<file path="src/rtl/halut_result_fifo.sv">
// Output FIFO behind the decoder array: absorbs bursts, flags drops
// and non-contiguous row indices, hands results to writeback.
package halut_pkg;
  localparam int unsigned DecoderUnits = 4;
endpackage

module halut_result_fifo #(
  parameter int unsigned DecoderUnits = halut_pkg::DecoderUnits,
  parameter int unsigned Depth        = 8,
  parameter int unsigned DecAddrWidth = $clog2(DecoderUnits),
  parameter int unsigned PtrWidth     = $clog2(Depth),
  parameter int unsigned CntWidth     = $clog2(Depth + 1)
) (
  input logic              clk_i,
  input logic              rst_i,
  halut_result_fifo_if.slave bus
);
  localparam logic [DecAddrWidth-1:0] LastRow =
    DecAddrWidth'(DecoderUnits - 1);

  logic [31:0]             mem_res  [Depth];
  logic [DecAddrWidth-1:0] mem_addr [Depth];

  logic [PtrWidth-1:0]     rd_ptr;
  logic [PtrWidth-1:0]     wr_ptr;
  logic [CntWidth-1:0]     cnt;
  logic [DecAddrWidth-1:0] exp_q;
  logic [DecAddrWidth-1:0] exp_nxt;
  logic                    ovf_q;
  logic                    seq_q;
  logic                    done_q;

  logic full;
  logic empty;
  logic pop;
  logic push;
  logic drop;
  logic flush;
  logic clr;
  logic seq_bad;

  assign full    = cnt == CntWidth'(Depth);
  assign empty   = cnt == '0;
  assign flush   = bus.flush_i;
  assign clr     = bus.clear_err_i;
  assign pop     = !empty & bus.ready_i;
  assign push    = bus.valid_i & (!full | pop);
  assign drop    = bus.valid_i & full & !pop;
  assign seq_bad = bus.m_addr_i != exp_q;
  assign exp_nxt = (bus.m_addr_i == LastRow) ? '0
                 : bus.m_addr_i + DecAddrWidth'(1);

  // Flush wins over push/pop but never touches the sticky flags.
  always_ff @(posedge clk_i) begin
    if (rst_i) begin
      rd_ptr <= '0;
      wr_ptr <= '0;
      cnt    <= '0;
      exp_q  <= '0;
      ovf_q  <= 1'b0;
      seq_q  <= 1'b0;
      done_q <= 1'b0;
    end else begin
      done_q <= pop & !flush
              & (mem_addr[rd_ptr] == LastRow);
      ovf_q  <= (ovf_q & !clr) | (drop & !flush);
      seq_q  <= (seq_q & !clr)
              | (push & !flush & seq_bad);
      if (flush) begin
        rd_ptr <= '0;
        wr_ptr <= '0;
        cnt    <= '0;
        exp_q  <= '0;
      end else begin
        exp_q <= bus.valid_i ? exp_nxt : '0;
        if (push) begin
          mem_res[wr_ptr]  <= bus.result_i;
          mem_addr[wr_ptr] <= bus.m_addr_i;
          wr_ptr <= wr_ptr + PtrWidth'(1);
        end
        if (pop) rd_ptr <= rd_ptr + PtrWidth'(1);
        if (push & !pop)
          cnt <= cnt + CntWidth'(1);
        else if (pop & !push)
          cnt <= cnt - CntWidth'(1);
      end
    end
  end

  assign bus.result_o   = empty ? '0 : mem_res[rd_ptr];
  assign bus.m_addr_o   = empty ? '0 : mem_addr[rd_ptr];
  assign bus.valid_o    = !empty;
  assign bus.count_o    = cnt;
  assign bus.full_o     = full;
  assign bus.empty_o    = empty;
  assign bus.row_done_o = done_q;
  assign bus.overflow_o = ovf_q;
  assign bus.seq_err_o  = seq_q;
endmodule

</file>
<file path="src/rtl/halut_result_fifo_if.sv">
// Result FIFO bus: decoder-array capture side and writeback handshake side.
// slave = FIFO, master = producer/consumer environment.
interface halut_result_fifo_if #(
  parameter int unsigned DecAddrWidth = 2,
  parameter int unsigned CntWidth     = 4
);
  logic [31:0]             result_i;
  logic                    valid_i;
  logic [DecAddrWidth-1:0] m_addr_i;
  logic [31:0]             result_o;
  logic [DecAddrWidth-1:0] m_addr_o;
  logic                    valid_o;
  logic                    ready_i;
  logic [CntWidth-1:0]     count_o;
  logic                    full_o;
  logic                    empty_o;
  logic                    row_done_o;
  logic                    flush_i;
  logic                    clear_err_i;
  logic                    overflow_o;
  logic                    seq_err_o;

  modport slave (
    input  result_i, valid_i, m_addr_i,
    input  ready_i, flush_i, clear_err_i,
    output result_o, m_addr_o, valid_o,
    output count_o, full_o, empty_o,
    output row_done_o, overflow_o, seq_err_o
  );

  modport master (
    output result_i, valid_i, m_addr_i,
    output ready_i, flush_i, clear_err_i,
    input  result_o, m_addr_o, valid_o,
    input  count_o, full_o, empty_o,
    input  row_done_o, overflow_o, seq_err_o
  );
endinterface

</file>
<file path="src/flat_wrapper.sv">
// flat-port wrapper written by rule: the top's interface ports become plain ports
module halut_result_fifo_flat 
#(
  parameter int unsigned DecoderUnits = halut_pkg::DecoderUnits,
  parameter int unsigned Depth        = 8,
  parameter int unsigned DecAddrWidth = $clog2(DecoderUnits),
  parameter int unsigned PtrWidth     = $clog2(Depth),
  parameter int unsigned CntWidth     = $clog2(Depth + 1)
)
  (clk_i, rst_i, bus_result_i, bus_valid_i, bus_m_addr_i, bus_ready_i, bus_flush_i, bus_clear_err_i, bus_result_o, bus_m_addr_o, bus_valid_o, bus_count_o, bus_full_o, bus_empty_o, bus_row_done_o, bus_overflow_o, bus_seq_err_o);
  halut_result_fifo_if #(.DecAddrWidth(DecAddrWidth), .CntWidth(CntWidth)) bus_i ();
  input logic clk_i;
  input logic rst_i;
  input wire logic [$bits(bus_i.result_i)-1:0] bus_result_i;
  input wire logic [$bits(bus_i.valid_i)-1:0] bus_valid_i;
  input wire logic [$bits(bus_i.m_addr_i)-1:0] bus_m_addr_i;
  input wire logic [$bits(bus_i.ready_i)-1:0] bus_ready_i;
  input wire logic [$bits(bus_i.flush_i)-1:0] bus_flush_i;
  input wire logic [$bits(bus_i.clear_err_i)-1:0] bus_clear_err_i;
  output wire logic [$bits(bus_i.result_o)-1:0] bus_result_o;
  output wire logic [$bits(bus_i.m_addr_o)-1:0] bus_m_addr_o;
  output wire logic [$bits(bus_i.valid_o)-1:0] bus_valid_o;
  output wire logic [$bits(bus_i.count_o)-1:0] bus_count_o;
  output wire logic [$bits(bus_i.full_o)-1:0] bus_full_o;
  output wire logic [$bits(bus_i.empty_o)-1:0] bus_empty_o;
  output wire logic [$bits(bus_i.row_done_o)-1:0] bus_row_done_o;
  output wire logic [$bits(bus_i.overflow_o)-1:0] bus_overflow_o;
  output wire logic [$bits(bus_i.seq_err_o)-1:0] bus_seq_err_o;
  assign bus_i.result_i = bus_result_i;
  assign bus_i.valid_i = bus_valid_i;
  assign bus_i.m_addr_i = bus_m_addr_i;
  assign bus_i.ready_i = bus_ready_i;
  assign bus_i.flush_i = bus_flush_i;
  assign bus_i.clear_err_i = bus_clear_err_i;
  assign bus_result_o = bus_i.result_o;
  assign bus_m_addr_o = bus_i.m_addr_o;
  assign bus_valid_o = bus_i.valid_o;
  assign bus_count_o = bus_i.count_o;
  assign bus_full_o = bus_i.full_o;
  assign bus_empty_o = bus_i.empty_o;
  assign bus_row_done_o = bus_i.row_done_o;
  assign bus_overflow_o = bus_i.overflow_o;
  assign bus_seq_err_o = bus_i.seq_err_o;
  halut_result_fifo #(.DecoderUnits(DecoderUnits), .Depth(Depth), .DecAddrWidth(DecAddrWidth), .PtrWidth(PtrWidth), .CntWidth(CntWidth)) u_core (.clk_i(clk_i), .rst_i(rst_i), .bus(bus_i));
endmodule
</file>
<file path="config.mk">
export PLATFORM = sky130hd
export DESIGN_NAME = halut_result_fifo_flat
export DESIGN_NICKNAME = d
export VERILOG_FILES = /design/src/rtl/halut_result_fifo.sv /design/src/rtl/halut_result_fifo_if.sv /design/src/flat_wrapper.sv
export SDC_FILE = /design/constraint.sdc
export NUM_CORES = 1
export LEC_CHECK = 0
export BUFFER_PORTS_ARGS = -buffer_cell sky130_fd_sc_hd__buf_2
export CORE_UTILIZATION = 62
export CTS_BUF_LIST = sky130_fd_sc_hd__clkbuf_4
export CTS_CLUSTER_DIAMETER = 150
export DETAILED_ROUTE_END_ITERATION = 8
export PLACE_DENSITY = 0.82
export SYNTH_ARGS = -nofsm -noshare
export SYNTH_HDL_FRONTEND = slang
export SYNTH_SLANG_ARGS = --single-unit
</file>
<file path="constraint.sdc">
create_clock -name clk_i -period 7.44 [get_ports clk_i]
set_input_delay 1.488 -clock clk_i [delete_from_list [all_inputs] [get_ports clk_i]]
set_output_delay 1.488 -clock clk_i [all_outputs]
set_load 0.02 [all_outputs]
</file>
== Yosys cells after proc, flatten, opt, wreduce, memory -nomap -nowiden ==
Memory sizes are Yosys's and may differ from the RTL's. A register that Yosys moved wholly into a read port is not among the register bits.
Cells that the tools add are included.
Operators by class
  mux-type cells: 12
  bitwise operators: 17
  reductions and logical operators: 10
  equality and inequality tests: 4
  add/sub/neg operators: 5
Operators with widths (number)
  32-bit two-way mux: 1
  1-bit AND: 13
  3-bit two-way mux: 4
  4-bit two-way mux: 2
  3-bit by 1-bit adder with 3-bit output, second input constant: 2
  1-bit zero test: 6
  4-bit by 1-bit adder with 4-bit output, second input constant: 1
  2-bit == test, second input constant: 2
  4-bit == test, second input constant: 1
  4-bit zero test: 1
  1-bit two-way mux: 4
  4-bit OR reduction: 1
  4-bit by 1-bit subtractor with 4-bit output, second input constant: 1
  1-bit OR: 3
  2-bit by 1-bit adder with 2-bit output, second input constant: 1
  2-bit two-way mux: 1
  2-bit inequality test: 1
  2-bit nonzero test: 1
  2-bit OR reduction: 1
  1-bit inverter: 1
Word-level totals
  bits in writable memories: 272
  output and inout bits: 44
  bits in registers: 15
  logic and storage cells: 57
  memories: 2
  input port bits: 40
Memories
  u_core.mem_res: depth 8, width 32, read ports 1, clocked after Yosys merged registers in 1, write ports 1, RTL line halut_result_fifo.sv:21  | logic [31:0] mem_res [Depth];
  u_core.mem_addr: depth 8, width 2, read ports 1, clocked after Yosys merged registers in 1, write ports 1, RTL line halut_result_fifo.sv:22  | logic [DecAddrWidth-1:0] mem_addr [Depth];

== Longest topological paths before layout ==
Gate-level depths: netlist of run 1.
  depth in word-level cells: 9
  mapped depth: 10
  mapped depth without buffers: 10

== Worst setup path after synthesis of run 1 ==
OpenSTA, ideal clock, no wires.
  path type: in2reg
  from: input port bus_flush_i
  to: memory u_core.mem_addr[3][0] (enable)
  arrival time: 5.396 ns
  path slack: 1.522 ns
  library setup time: 0.523 ns
  stages on the path: 3
  required time: 6.917 ns
  cells stage by stage: nor2_1 nand2_1 nor4b_1
On the way
  word-level cells in the longest chain between the ends: 3
Ends and longest elaborated chain
  start: declaration: RTL line flat_wrapper.sv:18  | input wire logic [$bits(bus_i.flush_i)-1:0] bus_flush_i;
  1-bit two-way mux: RTL line halut_result_fifo.sv:69  | if (flush) begin
  1-bit two-way mux: RTL line halut_result_fifo.sv:55  | if (rst_i) begin
  1-bit two-way mux (implied by the code): RTL line halut_result_fifo.sv:78  | mem_addr[wr_ptr] <= bus.m_addr_i;
  end: declaration: RTL line halut_result_fifo.sv:22
No other way between the ends.

==> impl_metrics.py, run 1 <==
metrics = {
    "route": {
        "via_per_inst": 5.96,
        "drtPass1Iterations": 5,
        "totalWireLength_um": 21200,
        "ant_nets": 0,
        "num_vias": 5676,
        "avgRoutedWirePerCell_um": 22.2,
        "first_iter_violations": 450,
        "route.detailed.drc": 0,
    },
    "pwr": {
        "p_switching_mw": 0.795,
        "p_comb_share_pct": 9.0,
        "p_int_mw": 2.57,
        "irDropWorstVdd_uv": 171,
        "power_frac_clock_pct": 37.2,
        "power.leakage_nw": 4.25,
        "switching_share_pct": 23.6,
        "power_mw": 3.37,
        "power.density_nw_per_um2": 263,
        "power.share.sequential_pct": 53.7,
    },
    "logic_synthesis": {
        "synth_warnings": 0,
        "syn_area_um2": 11200,
        "synthArstFlopShare_pct": 0,
        "syn_nets": 574,
        "synth_compound_area_share_pct": 0.930,
        "synth_seq_area_share_pct": 76.3,
        "synth_area_leaders": "edfxtp_1 73%, mux4_2 14%, dfxtp_1 3.2%",
        "synth-adder-area-share_pct": 0.851,
        "synth_common_cells": "272 x edfxtp_1, 68 x mux4_2, 46 x nor2_1, 35 x mux2i_1, 18 x dfxtp_1",
        "yosysMostFrequentCell": "edfxtp_1",
        "avgSynthCellArea_um2": 21.2,
        "synth_top_family_by_area": "multiplexers",
        "ys.flop_type": "edfxtp_1",
        "yosysTopAreaCellShare_pct": 73.1,
        "synth_area_leader_cell": "edfxtp_1",
        "synth.distinct_cells": 36,
        "synth_edf_count": 272,
        "ys_ff_latch": 290,
        "synthMuxAreaShare_pct": 16.8,
        "synth_xor_area_share_pct": 0.470,
        "yosys.area_share.simple_pct": 3.16,
        "netlist_instances": 527,
    },
    "timing": {
        "clock.fmax_ghz": 0.212,
        "finalSetupTns_ps": 0,
        "whs_ps": 456,
        "min_period_ps": 4720,
        "hold_violations": 0,
        "slew_headroom_pct": 26.5,
        "setup_viol": 0,
        "fin_skew_ps": 56.5,
        "fin_ws_ps": 2720,
        "rsz0062_at_grt": "false",
        "finalCritPeriodShare_pct": 63.4,
        "tightest_slew_ps": 1100,
        "drv_slew": 0,
    },
    "floorplanning": {
        "io_pins": 84,
        "die_x_um": 136,
        "die_h_um": 136,
        "die_area_um2": 18600,
        "initial_core_util_pct": 64.1,
        "core_um2": 17400,
        "std_cell_rows": 48,
    },
    "clock_tree": {
        "cts_tree": "yes",
        "post_cts_buffers": 0,
        "numCtsBuffers": 72,
        "clock-root-buffer": "clkbuf_4",
        "clock_path_buffers": 3,
        "cts_resized": 0,
        "hold_buffers": 0,
        "cts_sinks": 290,
        "clock_latency_ps": 660,
        "clk_pin_slew_ps": 60,
        "htree_levels": 3,
    },
    "critical_path": {
        "cp.arrival_ps": 3230,
        "worstSetupStartpointType": "register",
        "worst-setup-path-type": "register to output pin",
        "timing.rr.start": "u_core.bus.count_o[0]",
        "required_ps": 5950,
        "critPathCaptureType": "output pin",
        "cp_max_fo": 44,
    },
    "worst_hold_path": {
        "min_from": "u_core.rd_ptr[1]",
        "min-delay-path-class": "register to register",
    },
    "grt": {
        "overflow": 0,
        "antenna_found_initial": 1,
        "grt_pass1_wl_um": 32200,
        "grt_use_total_pct": 24.3,
        "grt_pass1_vias": 6060,
        "grt_max_degree": 67,
    },
    "cells_and_area": {
        "fin_util_pct": 73.4,
        "instances_no_fill": 952,
        "area_delta_synth_final_pct": 14.5,
        "fillers": 1038,
        "nets": 722,
        "regArea_um2": 8540,
        "fin_area_um2": 12800,
        "multiInputGateArea_um2": 2530,
        "drive_above_1_share_pct": 40.9,
    },
    "placed_design": {
        "dpl_cell_area_um2": 11900,
        "dp_cells": 826,
        "dp_slack_ps": 3290,
        "dp_hpwl_um": 11700,
        "gp_congestion": 0.706,
        "port_buffers": 83,
    },
    "flow_run": {
        "max-cap-violations": 0,
    },
    "status": {
        "status": "finished, final reports clean",
    },
}
## cell usage in the layout (no fill, tap or decap), types with 3 or more instances in the layout
cell type    n
mux2i_1     35
edfxtp_1   272
xor2_1       3
dfxtp_1     15
xnor2_1      3
buf_2       83
inv_1        3
mux4_2      68
clkinv_1    14
nor2_1      45
a21oi_1      7
buf_4       16
ha_1         6
nor4_2       3
clkbuf_4   109
nand2_1      7
nand3_1      6
## power by group through the flow
stage / Combinational [mW] / Clock (mW) / Sequential [mW]
floorplan: 0.200 / 0 / 1.84
global placement: 0.296 / 0 / 1.84
detailed placement: 0.305 / 0 / 1.85
CTS: 0.307 / 1.28 / 1.81
global route: 0.326 / 1.36 / 1.81
finish: 0.303 / 1.25 / 1.81
## flip-flops by register name, summed over array words and instances, names as in the netlist, named ones only
name and cells:
u_core.exp_q 2, u_core.bus.count_o 4, u_core.bus.seq_err_o 1, u_core.mem_addr 16
u_core.mem_res 256, u_core.wr_ptr 3, u_core.bus.overflow_o 1, u_core.rd_ptr 3
u_core.bus.row_done_o 1
## cell families (layout without fill, tap and decap cells)
family | count (synthesis) | in the layout
other cells | 0 | 1
buf+inv | 30 | 229
compound gates | 15 | 15
fa+ha+maj | 7 | 7
simple gates | 76 | 76
flops | 290 | 290
xor+xnor | 6 | 6
mux | 103 | 103
## cell type report
class                           instances  area share, %
Tap cell                              225           2.20
Multi-Input combinational cell        207           19.8
Timing Repair Buffer                   99           4.19
Antenna cell                            1         0.0196
Sequential cell                       290           66.8
Inverter                                5          0.166
Clock inverter                         16          0.479
Clock buffer                          109           6.40
## per-layer routing
layer	GRT usage, %	wire, um	up-vias
li1	-	-	2501
met1	30.6	8490	2907
met3	5.89	1320	39
met4	10.9	450	0
met5	0	0	-
met2	40.2	10900	229
## path summary, 6_finish.rpt
check / cells after the start / slack (ps) / endpoint
max: 5 / 2720 / bus_result_o[1]
min: 2 / 460 / register
max reg2reg: 10 / 4640 / u_core.bus.count_o[3]
min reg2reg: 2 / 460 / register
## worst max-delay path: stages, from the launching register on
cell     delay [ps]
dfxtp_4         650
buf_4           750
mux4_2          620
mux2i_1         220
nor2_1          110
buf_2           190
(Power assumes the default switching activity.)
==> run 2: changes to the inputs <==
Settings changed: CORE_UTILIZATION 62 to 56, PLACE_DENSITY 0.82 to 0.78.
Clock period 7.44 ns to 4.3 ns, I/O delays scaled along.
==> run 2 against run 1 <==
  * Sequential cell count unchanged
  * Die area is 11% higher
  * Via count decreased by 0.99%
  * Clock skew is 23 ps lower
  * Total power rose by 79%
  * Final cell count grew 4.5%
  * Critical path depth is the same
  * Largest cell class unchanged
  * Largest power group unchanged
==> impl_metrics.py, run 2 (same netlist as run 1, synthesis figures left out) <==
metrics = {
    "worst_hold_path": {
        "min_from": "rst_i",
        "hold-path-endpoint": "u_core.exp_q[1]",
        "hold-path-cell-count": 2,
        "min-delay-path-class": "input pin to register",
    },
    "critical_path": {
        "worstSetupStartpointType": "register",
        "rrSetupSlack_ps": 1430,
        "rr_endpoint": "u_core.bus.count_o[3]",
        "required_ps": 3440,
        "reg2reg_depth": 10,
        "cp.arrival_ps": 2890,
        "slowest_stage": "clkinv_1",
        "critPathCaptureType": "output pin",
        "slowest_delay_ps": 750,
        "worst-setup-path-type": "register to output pin",
        "path_cells": "or4_1 -> clkinv_1 -> buf_4 -> nor2_1 -> buf_2",
        "timing.rr.start": "u_core.bus.count_o[0]",
        "cp_max_fo": 24,
    },
    "timing": {
        "clock.fmax_ghz": 0.267,
        "fin_skew_ps": 33.2,
        "drv_slew": 0,
        "finalSetupTns_ps": 0,
        "min_period_ps": 3750,
        "hold_violations": 0,
        "rsz0062_at_grt": "false",
        "slew_headroom_pct": 30.8,
        "whs_ps": 463,
        "setup_viol": 0,
        "finalCritPeriodShare_pct": 87.2,
        "fin_ws_ps": 552,
        "tightest_slew_ps": 1040,
    },
    "route": {
        "via_per_inst": 5.65,
        "drtPass1Iterations": 5,
        "first_iter_violations": 389,
        "route.detailed.drc": 0,
        "totalWireLength_um": 21600,
        "num_vias": 5620,
        "avgRoutedWirePerCell_um": 21.7,
        "ant_nets": 0,
    },
    "grt": {
        "antenna_found_initial": 2,
        "overflow": 0,
        "grt_pass1_vias": 5994,
        "grt_max_degree": 67,
        "grt_pass1_wl_um": 33100,
        "grt_use_total_pct": 22.6,
    },
    "pwr": {
        "p_comb_share_pct": 8.6,
        "power.share.sequential_pct": 52.1,
        "power_frac_clock_pct": 39.3,
        "power.density_nw_per_um2": 464,
        "power.leakage_nw": 4.30,
        "p_switching_mw": 1.38,
        "p_int_mw": 4.63,
        "switching_share_pct": 23.0,
        "irDropWorstVdd_uv": 237,
    },
    "cells_and_area": {
        "nets": 723,
        "largest_reg_flops": 256,
        "area_delta_synth_final_pct": 16.0,
        "top_register": "u_core.mem_res",
        "instances_no_fill": 995,
        "drive_above_1_share_pct": 41.4,
        "mostFrequentLayoutCells": "272 x edfxtp_1, 108 x clkbuf_4, 83 x buf_2",
        "fillers": 1300,
        "final_common_cell": "edfxtp_1",
    },
    "clock_tree": {
        "cts_sinks": 290,
        "clk_pin_slew_ps": 60,
        "clock-root-buffer": "clkbuf_4",
        "cts_tree": "yes",
        "hold_buffers": 0,
        "clock_path_buffers": 3,
        "cts_resized": 0,
        "clock_latency_ps": 650,
        "post_cts_buffers": 0,
        "htree_levels": 3,
        "numCtsBuffers": 72,
    },
    "placed_design": {
        "dp_cells": 867,
        "dp_hpwl_um": 12200,
        "port_buffers": 83,
        "dp_slack_ps": 1160,
        "gp_congestion": 0.754,
    },
    "floorplanning": {
        "die_x_um": 143,
        "die_area_um2": 20500,
        "core_um2": 19500,
        "io_pins": 84,
        "std_cell_rows": 51,
        "die_h_um": 143,
        "initial_core_util_pct": 57.2,
    },
    "status": {
        "status": "finished, final reports clean",
    },
    "flow_run": {
        "max-cap-violations": 0,
    },
}
run 2: layout make-up:
type	count	area, um2	area share (%)
timing repair buffer	100	556	4.29
clock inverter	19	158	1.22
tap	265	332	2.56
antenna	1	2.50	0.0193
inverter	5	21.3	0.164
clock buffer	108	811	6.25
sequential	290	8540	65.9
multi-input combinational	207	2550	19.6
run 2: worst max-delay path by stage:
stage | startpoint | cells after the start | endpoint | slack, ps
floorplan | bus_flush_i | 3 | u_core.mem_addr[0][0] | -910
global placement | register | 5 | bus_result_o[0] | 1250
detailed placement | u_core.bus.count_o[0] | 5 | bus_result_o[14] | 1160
CTS | register | 5 | bus_result_o[0] | 450
global route | u_core.bus.count_o[0] | 5 | bus_result_o[5] | 320
finish | u_core.bus.count_o[0] | 5 | bus_result_o[14] | 550
run 2: per-stage QoR:
step	area [um2]	total power, mW	utilization, %
after floorplan	11200	3.53	-
after global routing	13000	6.26	66.4
after global placement	12000	3.69	61.4
after detailed placement	12000	3.72	61.4
final	13000	6.01	66.4
after CTS	13000	6.08	66.4
run 2: worst max-delay path, delay by kind of cell, from the launching register on:
kind	cells	cell delay, ps
flip-flops	1	470
buffers and inverters	3	1410
AND/OR/NAND/NOR	2	370
run 2: routing by layer:
metal  vias up  GRT usage [%]  routed length [um]
li1       2509              -                   -
met1      2882           28.6                8720
met2       198           37.5               11100
met3        29           5.80                1410
met4         2           9.13                 352
met5         -              0                  11
run 2: power groups by stage:
stage / combinational, mW / clock (mW) / sequential (mW)
floorplan: 0.346 / 0 / 3.19
CTS: 0.525 / 2.42 / 3.13
detailed placement: 0.523 / 0 / 3.20
global route: 0.561 / 2.56 / 3.13
finish: 0.518 / 2.36 / 3.13
global placement: 0.503 / 0 / 3.19
==> run 3: changes to the inputs <==
Settings changed: CORE_UTILIZATION 56 to 54, CTS_BUF_LIST sky130_fd_sc_hd__clkbuf_4 to sky130_fd_sc_hd__clkbuf_8 sky130_fd_sc_hd__clkbuf_16, PLACE_DENSITY 0.78 to 0.76.
==> run 3 against run 2 <==
  * Total power is 3.4% higher
  * Largest cell class unchanged
  * Sequential power hardly changed
  * Worst hold slack better by 7.6 ps
  * Critical path type unchanged
==> impl_metrics.py, run 3 (same netlist as run 1, synthesis figures left out) <==
metrics = {
    "floorplanning": {
        "die_x_um": 146,
        "die_h_um": 146,
        "std_cell_rows": 52,
        "core_um2": 20200,
        "initial_core_util_pct": 55.2,
        "die_area_um2": 21300,
        "io_pins": 84,
    },
    "critical_path": {
        "required_ps": 3440,
        "path_cells": "or4_1 -> clkinv_1 -> buf_4 -> nor2_1 -> buf_2",
        "cp.arrival_ps": 2680,
        "worst-setup-path-type": "register to output pin",
        "cp_top_family": "buffers and inverters",
        "timing.rr.start": "u_core.bus.count_o[0]",
        "cp_num_buf_inv": 3,
        "slowest_stage": "clkinv_1",
        "rr_endpoint": "u_core.bus.count_o[3]",
        "cp_max_fo": 19,
        "critPathCaptureType": "output pin",
        "rrSetupSlack_ps": 1480,
        "worstSetupStartpointType": "register",
        "slowest_delay_ps": 610,
        "reg2reg_depth": 10,
    },
    "cells_and_area": {
        "nets": 677,
        "area_delta_synth_final_pct": 16.3,
        "instances_no_fill": 925,
        "largest_reg_flops": 256,
        "drive_above_1_share_pct": 34.8,
        "fillers": 1340,
        "mostFrequentLayoutCells": "272 x edfxtp_1, 83 x buf_2, 68 x mux4_2",
        "top_register": "u_core.mem_res",
        "final_common_cell": "edfxtp_1",
    },
    "grt": {
        "grt_pass1_vias": 5779,
        "overflow": 0,
        "grt_max_degree": 67,
        "antenna_found_initial": 3,
        "grt_use_total_pct": 21.0,
        "grt_pass1_wl_um": 33300,
    },
    "route": {
        "num_vias": 5292,
        "ant_nets": 0,
        "totalWireLength_um": 21700,
        "drtPass1Iterations": 4,
        "first_iter_violations": 369,
        "route.detailed.drc": 0,
        "avgRoutedWirePerCell_um": 23.4,
        "via_per_inst": 5.72,
    },
    "clock_tree": {
        "hold_buffers": 0,
        "clk_pin_slew_ps": 60,
        "post_cts_buffers": 0,
        "htree_levels": 1,
        "cts_sinks": 290,
        "numCtsBuffers": 30,
        "clock-root-buffer": "clkbuf_16",
        "clock_path_buffers": 3,
        "cts_tree": "yes",
        "clock_latency_ps": 540,
        "cts_resized": 0,
    },
    "pwr": {
        "power_mw": 6.21,
        "p_comb_share_pct": 8.5,
        "irDropWorstVdd_uv": 368,
        "power.share.sequential_pct": 50.4,
        "switching_share_pct": 22.0,
        "power.density_nw_per_um2": 479,
        "p_switching_mw": 1.36,
        "power_frac_clock_pct": 41.1,
        "power.leakage_nw": 4.23,
        "p_int_mw": 4.85,
    },
    "placed_design": {
        "dp_hpwl_um": 11800,
        "dp_cells": 868,
        "gp_congestion": 0.758,
        "port_buffers": 83,
    },
    "timing": {
        "clock.fmax_ghz": 0.283,
        "drv_slew": 0,
        "fin_skew_ps": 14.3,
        "setup_viol": 0,
        "tightest_slew_ps": 1000,
        "finalCritPeriodShare_pct": 82.2,
        "min_period_ps": 3540,
        "whs_ps": 470,
        "finalSetupTns_ps": 0,
        "rsz0062_at_grt": "false",
        "hold_violations": 0,
        "slew_headroom_pct": 33.0,
    },
    "worst_hold_path": {
        "hold-path-endpoint": "u_core.bus.seq_err_o",
        "min_from": "u_core.bus.seq_err_o",
        "min-delay-path-class": "register to register",
        "hold-path-cell-count": 2,
    },
    "status": {
        "status": "finished, final reports clean",
    },
    "flow_run": {
        "max-cap-violations": 0,
    },
}
==> run 3: cell types whose count changed in the layout (fill, tap and decap cells not counted), sizes merged <==
cell,change
clkbuf,-74
clkinvlp,-1
diode,+2
buf,-4
clkinv,-5
inv,+7
==> run 3: per-stage QoR <==
step	worst slack, ps	instance area [um2]	util, %
final	764	13000	64.2
after global placement	1350	12000	59.2
after floorplan	-908	11200	-
after detailed placement	1320	12000	59.2
after CTS	714	13000	64.1
after global routing	610	13000	64.2
==> run 3: area by class of cell <==
cell class / instances / area (um2) / share of cell area, %
clock inverters: 20 / 170 / 1.31
multi-input cells: 207 / 2550 / 19.6
flip-flops and latches: 290 / 8540 / 65.7
clock buffers: 34 / 828 / 6.38
inverters: 5 / 21.3 / 0.164
repair buffers: 96 / 538 / 4.14
well taps: 270 / 338 / 2.60
diodes: 3 / 7.51 / 0.0578
==> run 3: power groups by stage <==
stage	clock network, mW	registers (mW)	logic (mW)
after floorplan	0	3.19	0.346
after global placement	0	3.19	0.510
after detailed placement	0	3.19	0.530
after CTS	2.60	3.13	0.535
after global routing	2.71	3.13	0.567
final	2.56	3.13	0.527
==> run 3: tightest hold or removal path, stage by stage (launching register included) <==
cell and delay, ps:
dfxtp_1 310, nand2_1 60, a21oi_1 50
==> run 3: worst max-delay path by stage <==
stage / startpoint / endpoint / slack (ps) / cells past startpoint
floorplan: bus_flush_i / u_core.mem_addr[0][0] / -910 / 3
global placement: register / bus_result_o[0] / 1350 / 5
detailed placement: u_core.bus.count_o[0] / bus_result_o[4] / 1320 / 5
CTS: register / bus_result_o[0] / 710 / 5
global route: register / bus_result_o[0] / 610 / 5
finish: u_core.bus.count_o[0] / bus_result_o[2] / 760 / 5
==> run 3: per-layer routing <==
metal  vias up  GRT usage (%)  share of wire [%]
met4         0           6.21                1.7
met3        35           3.39                5.3
met1      2725           27.9                 41
met5         -              0                  0
met2       167           36.1                 52
li1       2365              -                  -
